**src/rtl/sd_dat_pkt_ctrl.sv**
```systemverilog
// sd_dat_pkt_ctrl
// Receive sequencer for one SD DAT0 data packet:
//   start bit -> BLK_BYTES data bytes -> 16 CRC bits -> end bit.
// Completed bytes are presented on DATASI/PTDATAPNTR with a one-cycle
// sbdone strobe. The strobe and the stage write enables are meant for the
// downstream field parsers.
//
// Optional feature macro: DATCRC_CHECK_EN
//   defined   : a CRC16-CCITT generator runs over the data bits, and the
//               end-bit check also compares the received CRC with it.
//   undefined : no generator is built. The CRC bits are still clocked
//               through, and crcerr reflects the end bit only.

module sd_dat_pkt_ctrl #(
    parameter int TOUT_CYC  = 65535,
    parameter int BLK_BYTES = 512
) (
    input  logic        clk,
    input  logic        reset,
    input  logic        rdstart,
    input  logic [1:0]  stagesel,
    input  logic        dat,
    output logic [7:0]  DATASI,
    output logic [15:0] PTDATAPNTR,
    output logic        sbdone,
    output logic        mbrprmwe,
    output logic        bpbprmwe,
    output logic        busy,
    output logic        pktdone,
    output logic        crcerr,
    output logic        timeout
);

    typedef enum logic [2:0] {
        IDLE,
        WAITSB,
        DATA,
        CRC,
        ENDB,
        FIN
    } state_t;

    // Last value of the start-bit wait counter before giving up
    localparam logic [15:0] TOUT_LAST = 16'(TOUT_CYC - 1);
    // Byte count held just before the final byte of the packet completes
    localparam logic [15:0] BLK_LAST  = 16'(BLK_BYTES - 1);

    state_t      state;
    state_t      state_nxt;
    logic [2:0]  bit_cnt;
    logic [3:0]  crc_cnt;
    logic [15:0] tout_cnt;
    logic [1:0]  stage;
    logic        byte_end;
    logic        last_byte;
    logic        crc_bad;

    assign byte_end  = (state == DATA) && (bit_cnt == 3'd7);
    assign last_byte = byte_end && (PTDATAPNTR == BLK_LAST);

    // State register; reset drops any packet in flight straight back to IDLE
    always_ff @(posedge clk or negedge reset) begin
        if (!reset) begin
            state <= IDLE;
        end else begin
            state <= state_nxt;
        end
    end

    // Next-state decode; rdstart is only looked at in IDLE
    always_comb begin
        state_nxt = state;
        case (state)
            IDLE: begin
                if (rdstart) begin
                    state_nxt = WAITSB;
                end
            end
            WAITSB: begin
                if (!dat) begin
                    state_nxt = DATA;
                end else if (tout_cnt == TOUT_LAST) begin
                    state_nxt = FIN;
                end
            end
            DATA: begin
                if (last_byte) begin
                    state_nxt = CRC;
                end
            end
            CRC: begin
                if (crc_cnt == 4'd15) begin
                    state_nxt = ENDB;
                end
            end
            ENDB: begin
                state_nxt = FIN;
            end
            FIN: begin
                state_nxt = IDLE;
            end
            default: begin
                state_nxt = IDLE;
            end
        endcase
    end

    // State-decoded outputs: busy flag and the per-stage write enables
    always_comb begin
        busy     = (state != IDLE);
        mbrprmwe = (state == DATA) && (stage == 2'd0);
        bpbprmwe = (state == DATA) && (stage == 2'd1);
    end

    // Datapath: counters, shift register, byte strobe, sticky status flags
    always_ff @(posedge clk or negedge reset) begin
        if (!reset) begin
            DATASI     <= 8'h00;
            PTDATAPNTR <= 16'h0000;
            sbdone     <= 1'b0;
            pktdone    <= 1'b0;
            crcerr     <= 1'b0;
            timeout    <= 1'b0;
            bit_cnt    <= 3'd0;
            crc_cnt    <= 4'd0;
            tout_cnt   <= 16'h0000;
            stage      <= 2'd0;
        end else begin
            sbdone  <= 1'b0;
            pktdone <= 1'b0;
            case (state)
                IDLE: begin
                    if (rdstart) begin
                        stage      <= stagesel;
                        crcerr     <= 1'b0;
                        timeout    <= 1'b0;
                        bit_cnt    <= 3'd0;
                        PTDATAPNTR <= 16'h0000;
                        crc_cnt    <= 4'd0;
                        tout_cnt   <= 16'h0000;
                    end
                end
                WAITSB: begin
                    if (dat) begin
                        if (tout_cnt == TOUT_LAST) begin
                            timeout <= 1'b1;
                        end else begin
                            tout_cnt <= tout_cnt + 16'd1;
                        end
                    end
                end
                DATA: begin
                    DATASI  <= {DATASI[6:0], dat};
                    bit_cnt <= bit_cnt + 3'd1;
                    if (byte_end) begin
                        PTDATAPNTR <= PTDATAPNTR + 16'd1;
                        sbdone     <= 1'b1;
                    end
                end
                CRC: begin
                    crc_cnt <= crc_cnt + 4'd1;
                end
                ENDB: begin
                    if (!dat || crc_bad) begin
                        crcerr <= 1'b1;
                    end
                end
                FIN: begin
                    pktdone <= 1'b1;
                end
                default: begin
                end
            endcase
        end
    end

`ifdef DATCRC_CHECK_EN
    logic [15:0] crc_calc;
    logic [15:0] crc_rx;
    logic        crc_fb;

    assign crc_fb  = crc_calc[15] ^ dat;
    assign crc_bad = (crc_rx != crc_calc);

    // CRC16-CCITT over the data bits only, plus capture of the received CRC
    always_ff @(posedge clk or negedge reset) begin
        if (!reset) begin
            crc_calc <= 16'h0000;
            crc_rx   <= 16'h0000;
        end else begin
            case (state)
                IDLE: begin
                    if (rdstart) begin
                        crc_calc <= 16'h0000;
                        crc_rx   <= 16'h0000;
                    end
                end
                DATA: begin
                    crc_calc <= {crc_calc[14:0], 1'b0} ^ (crc_fb ? 16'h1021 : 16'h0000);
                end
                CRC: begin
                    crc_rx <= {crc_rx[14:0], dat};
                end
                default: begin
                end
            endcase
        end
    end
`else
    assign crc_bad = 1'b0;
`endif

endmodule

```
**config.mk**
```make
export PLATFORM = sky130hd
export DESIGN_NAME = sd_dat_pkt_ctrl
export DESIGN_NICKNAME = d
export VERILOG_FILES = /design/src/rtl/sd_dat_pkt_ctrl.sv
export SDC_FILE = /design/constraint.sdc
export NUM_CORES = 1
export LEC_CHECK = 0
export CORE_UTILIZATION = 49
export CTS_CLUSTER_SIZE = 16
export DETAILED_ROUTE_END_ITERATION = 10
export GPL_ROUTABILITY_DRIVEN = 1
export PLACE_DENSITY_LB_ADDON = 0.05
export SYNTH_ARGS = -nofsm -noshare
export SYNTH_HDL_FRONTEND = slang
export SYNTH_SLANG_ARGS = --single-unit
```
**constraint.sdc**
```tcl
create_clock -name clk -period 2 [get_ports clk]
set_input_delay 0.4 -clock clk [delete_from_list [all_inputs] [get_ports clk]]
set_output_delay 0.4 -clock clk [all_outputs]
set_load 0.005 [all_outputs]
```
==> impl_metrics.toml <==
[timing]
period_share_pct = 96.72
relSlewSlack_pct = 68.85
slew_viol_final = 0
fin_tns_setup_ns = 0
skew_ns = 0.003235
rsz0062_at_grt = "yes"
fmax_mhz = 517.0
worst_pin_slew_ns = 0.4672
finalSetupViolations = 0
final_hold_viol_count = 0
whs_ns = 0.03556
period_needed_ns = 1.934
timing.final.ws_setup_ns = 0.06561

[synth]
synth_cells = 289
ys_seq_elements = 56
synth_top_flop_cell = "dfrtp_1"
avgSynthCellArea_um2 = 9.585
yosysSeqAreaShare_pct = 50.59
syn-num-nets = 301
synth_edf_count = 0
synth_cell_types = 46
ys_async_sr_fraction_pct = 100.0
ys_warn_count = 0
syn_area_um2 = 2770

[finish]
final_nets = 372
final_util_pct = 66.39
antenna_cells = 0
finish.instance_area_um2 = 3633
syn_to_final_growth_pct = 31.17
fin_cells = 432
drive_above_1_share_pct = 20.56

[drt]
drt_iter0_drc = 115
num_vias = 2373
ant_nets = 0
drc = 0
dr.pass1.iters = 5
avgRoutedWirePerCell_um = 14.14
wl_mm = 6.109
viasPerCell = 5.493

[global_route]
grt_usage_pct = 21.93
antenna_found_initial = 0
grt_max_degree = 39
grt_pass1_wl_mm = 10.41
grt_overflow_total = 0
grt_pass1_vias = 2224

[power]
p_comb_share_pct = 42.2
irDropWorstVdd_mv = 0.6907
p_clk_share_pct = 16.3
p_sw_share_pct = 34.40
pwr-share-seq_pct = 41.5
power.internal_mw = 2.380
finalPower_mw = 3.627
p_sw_mw = 1.248
leakagePower_nw = 1.558
power_density_nw_per_um2 = 998.3

[clock_network]
clk_path_buf_depth = 2
cts_tree = "built"
clockRootBuffer = "clkbuf_8"
clock_sinks = 56
cts_buffers = 5
clkTransAtPathRegs_ns = 0.09
insertion_delay_ns = 0.30
cts_hold_buf = 0
cts_htree_levels = 2

[floorplanning]
dieArea_um2 = 5958
start_util_pct = 50.62
num_io_pins = 37
core_um2 = 5473
die_width_um = 77.19
core.rowCount = 27
fp.dieH_um = 77.19

[placed_design]
gp_congestion = 0.8086
placed_cell_area_um2 = 3457
dpl.hpwl_mm = 4.345
io_buffers = 36
dp.cells = 423
dpl_worst_slack_ns = -0.3936

[critical_path]
crit_path_start_kind = "flop"
cp.arrival_ns = 1.53
end_kind = "primary output"
r2r_slack_ns = 0.07
crit_required_ns = 1.60
critPathMaxFanout = 13
crit_type = "reg2out"

[worst_hold_path]
hold_path.class = "in2async"

[job]
drv_cap = 0

[status]
status = "finished, final reports clean"
-- power by group through the flow --
stage          logic [mW]  registers [mW]  clock network (mW)
2_1_floorplan       0.749            1.54                   0
3_3_place_gp         1.42            1.51                   0
3_5_place_dp         1.45            1.51                   0
4_1_cts              1.46            1.49               0.615
5_1_grt              1.70            1.54               0.655
6_report             1.53            1.50               0.592
-- logic make-up after synthesis --
group / after synthesis / share of synthesized area [%]
AOI/OAI and AO/OA: 59 / 13.14
xor gates and xnor gates: 12 / 3.794
buffers and inverters: 16 / 2.303
and+or+nand+nor: 131 / 23.89
adders and majority gates: 6 / 2.710
DFF: 56 / 50.59
muxes: 9 / 3.568
-- state kept, by name, summed over array words and instances (netlist names) --
signal / count
PTDATAPNTR: 16
tout_cnt: 16
DATASI: 8
crc_cnt: 4
bit_cnt: 3
state: 3
stage: 2
crcerr: 1
pktdone: 1
sbdone: 1
timeout: 1
-- cells in the mapped netlist, drive strengths merged, types with 2 or more instances --
cell type   n  area (µm²)
dfrtp      56        1401
nand2      37       138.9
o21ai      32       160.2
nor2       28       105.1
nand3      22       110.1
nand4      11       68.82
a21oi       9       45.04
clkbuf      7       26.28
mux2        7       78.83
nor3        7       35.03
ha          6       75.07
inv         6       22.52
xnor2       6       52.55
xor2        6       52.55
o31ai       5       37.54
or3         5       31.28
and2        3       18.77
buf         3       15.01
a31oi       2       12.51
mux2i       2       20.02
nor3b       2       15.01
nor4        2       18.77
nor4b       2       23.77
o211ai      2       15.01
or3b        2       17.52
-- what timing repair did --
item,4_1_cts,5_1_grt
setup endpoints to repair,7,21
pin swaps,1,3
gates resized for setup,6,16
setup buffers,1,1
-- layout by cell type (no fill, tap or decap), types with 7 or more instances in the layout --
| master | n |
|---|---|
| nor2_1 | 26 |
| a21oi_1 | 9 |
| buf_4 | 36 |
| clkdlybuf4s50_1 | 31 |
| nand4_1 | 11 |
| nand3_1 | 22 |
| mux2_2 | 7 |
| dfrtp_1 | 56 |
| nand2_1 | 36 |
| o21ai_0 | 32 |
-- worst max-delay path, stage by stage, from the launching register on --
cell and delay [ns]:
dfrtp_1 0.39, buf_4 0.19, or3_4 0.38, dlygate4sd2_1 0.28
-- final timing paths --
kind                                        start  depth (start not counted)                    endpoint
hold reg to reg            crc_cnt[3]$_DFFE_PN0P_                          1      crc_cnt[3]$_DFFE_PN0P_
max in group asynchronous                   reset                          2   PTDATAPNTR[6]$_DFFE_PN0P_
min in group clk           crc_cnt[3]$_DFFE_PN0P_                          1      crc_cnt[3]$_DFFE_PN0P_
hold / removal                              reset                          1       DATASI[4]$_DFFE_PN0P_
setup / recovery             state[0]$_DFFE_PN0P_                          3                        busy
setup reg to reg             state[1]$_DFFE_PN0P_                          6  PTDATAPNTR[15]$_DFFE_PN0P_
-- per-layer routing --
layer | share of wire (%) | wire length, µm | track usage [%] | up-vias
met1 | 45 | 2728 | 27.60 | 1152
met5 | 0 | 0 | 0 | -
met2 | 50 | 3076 | 37.70 | 34
met3 | 3.7 | 226 | 4.405 | 8
met4 | 1.3 | 78 | 6.792 | 0
li1 | - | - | - | 1179
-- cell type report --
| cell class | instances | area, µm² |
|---|---|---|
| clock buffer | 6 | 72.57 |
| clock inverter | 1 | 5.005 |
| fill | 469 | 1839 |
| inverter | 6 | 22.52 |
| multi-input combinational | 217 | 1390 |
| sequential | 56 | 1401 |
| tap | 72 | 90.09 |
| timing repair buffer | 74 | 651.9 |
Power figures use the tool's default switching activity.
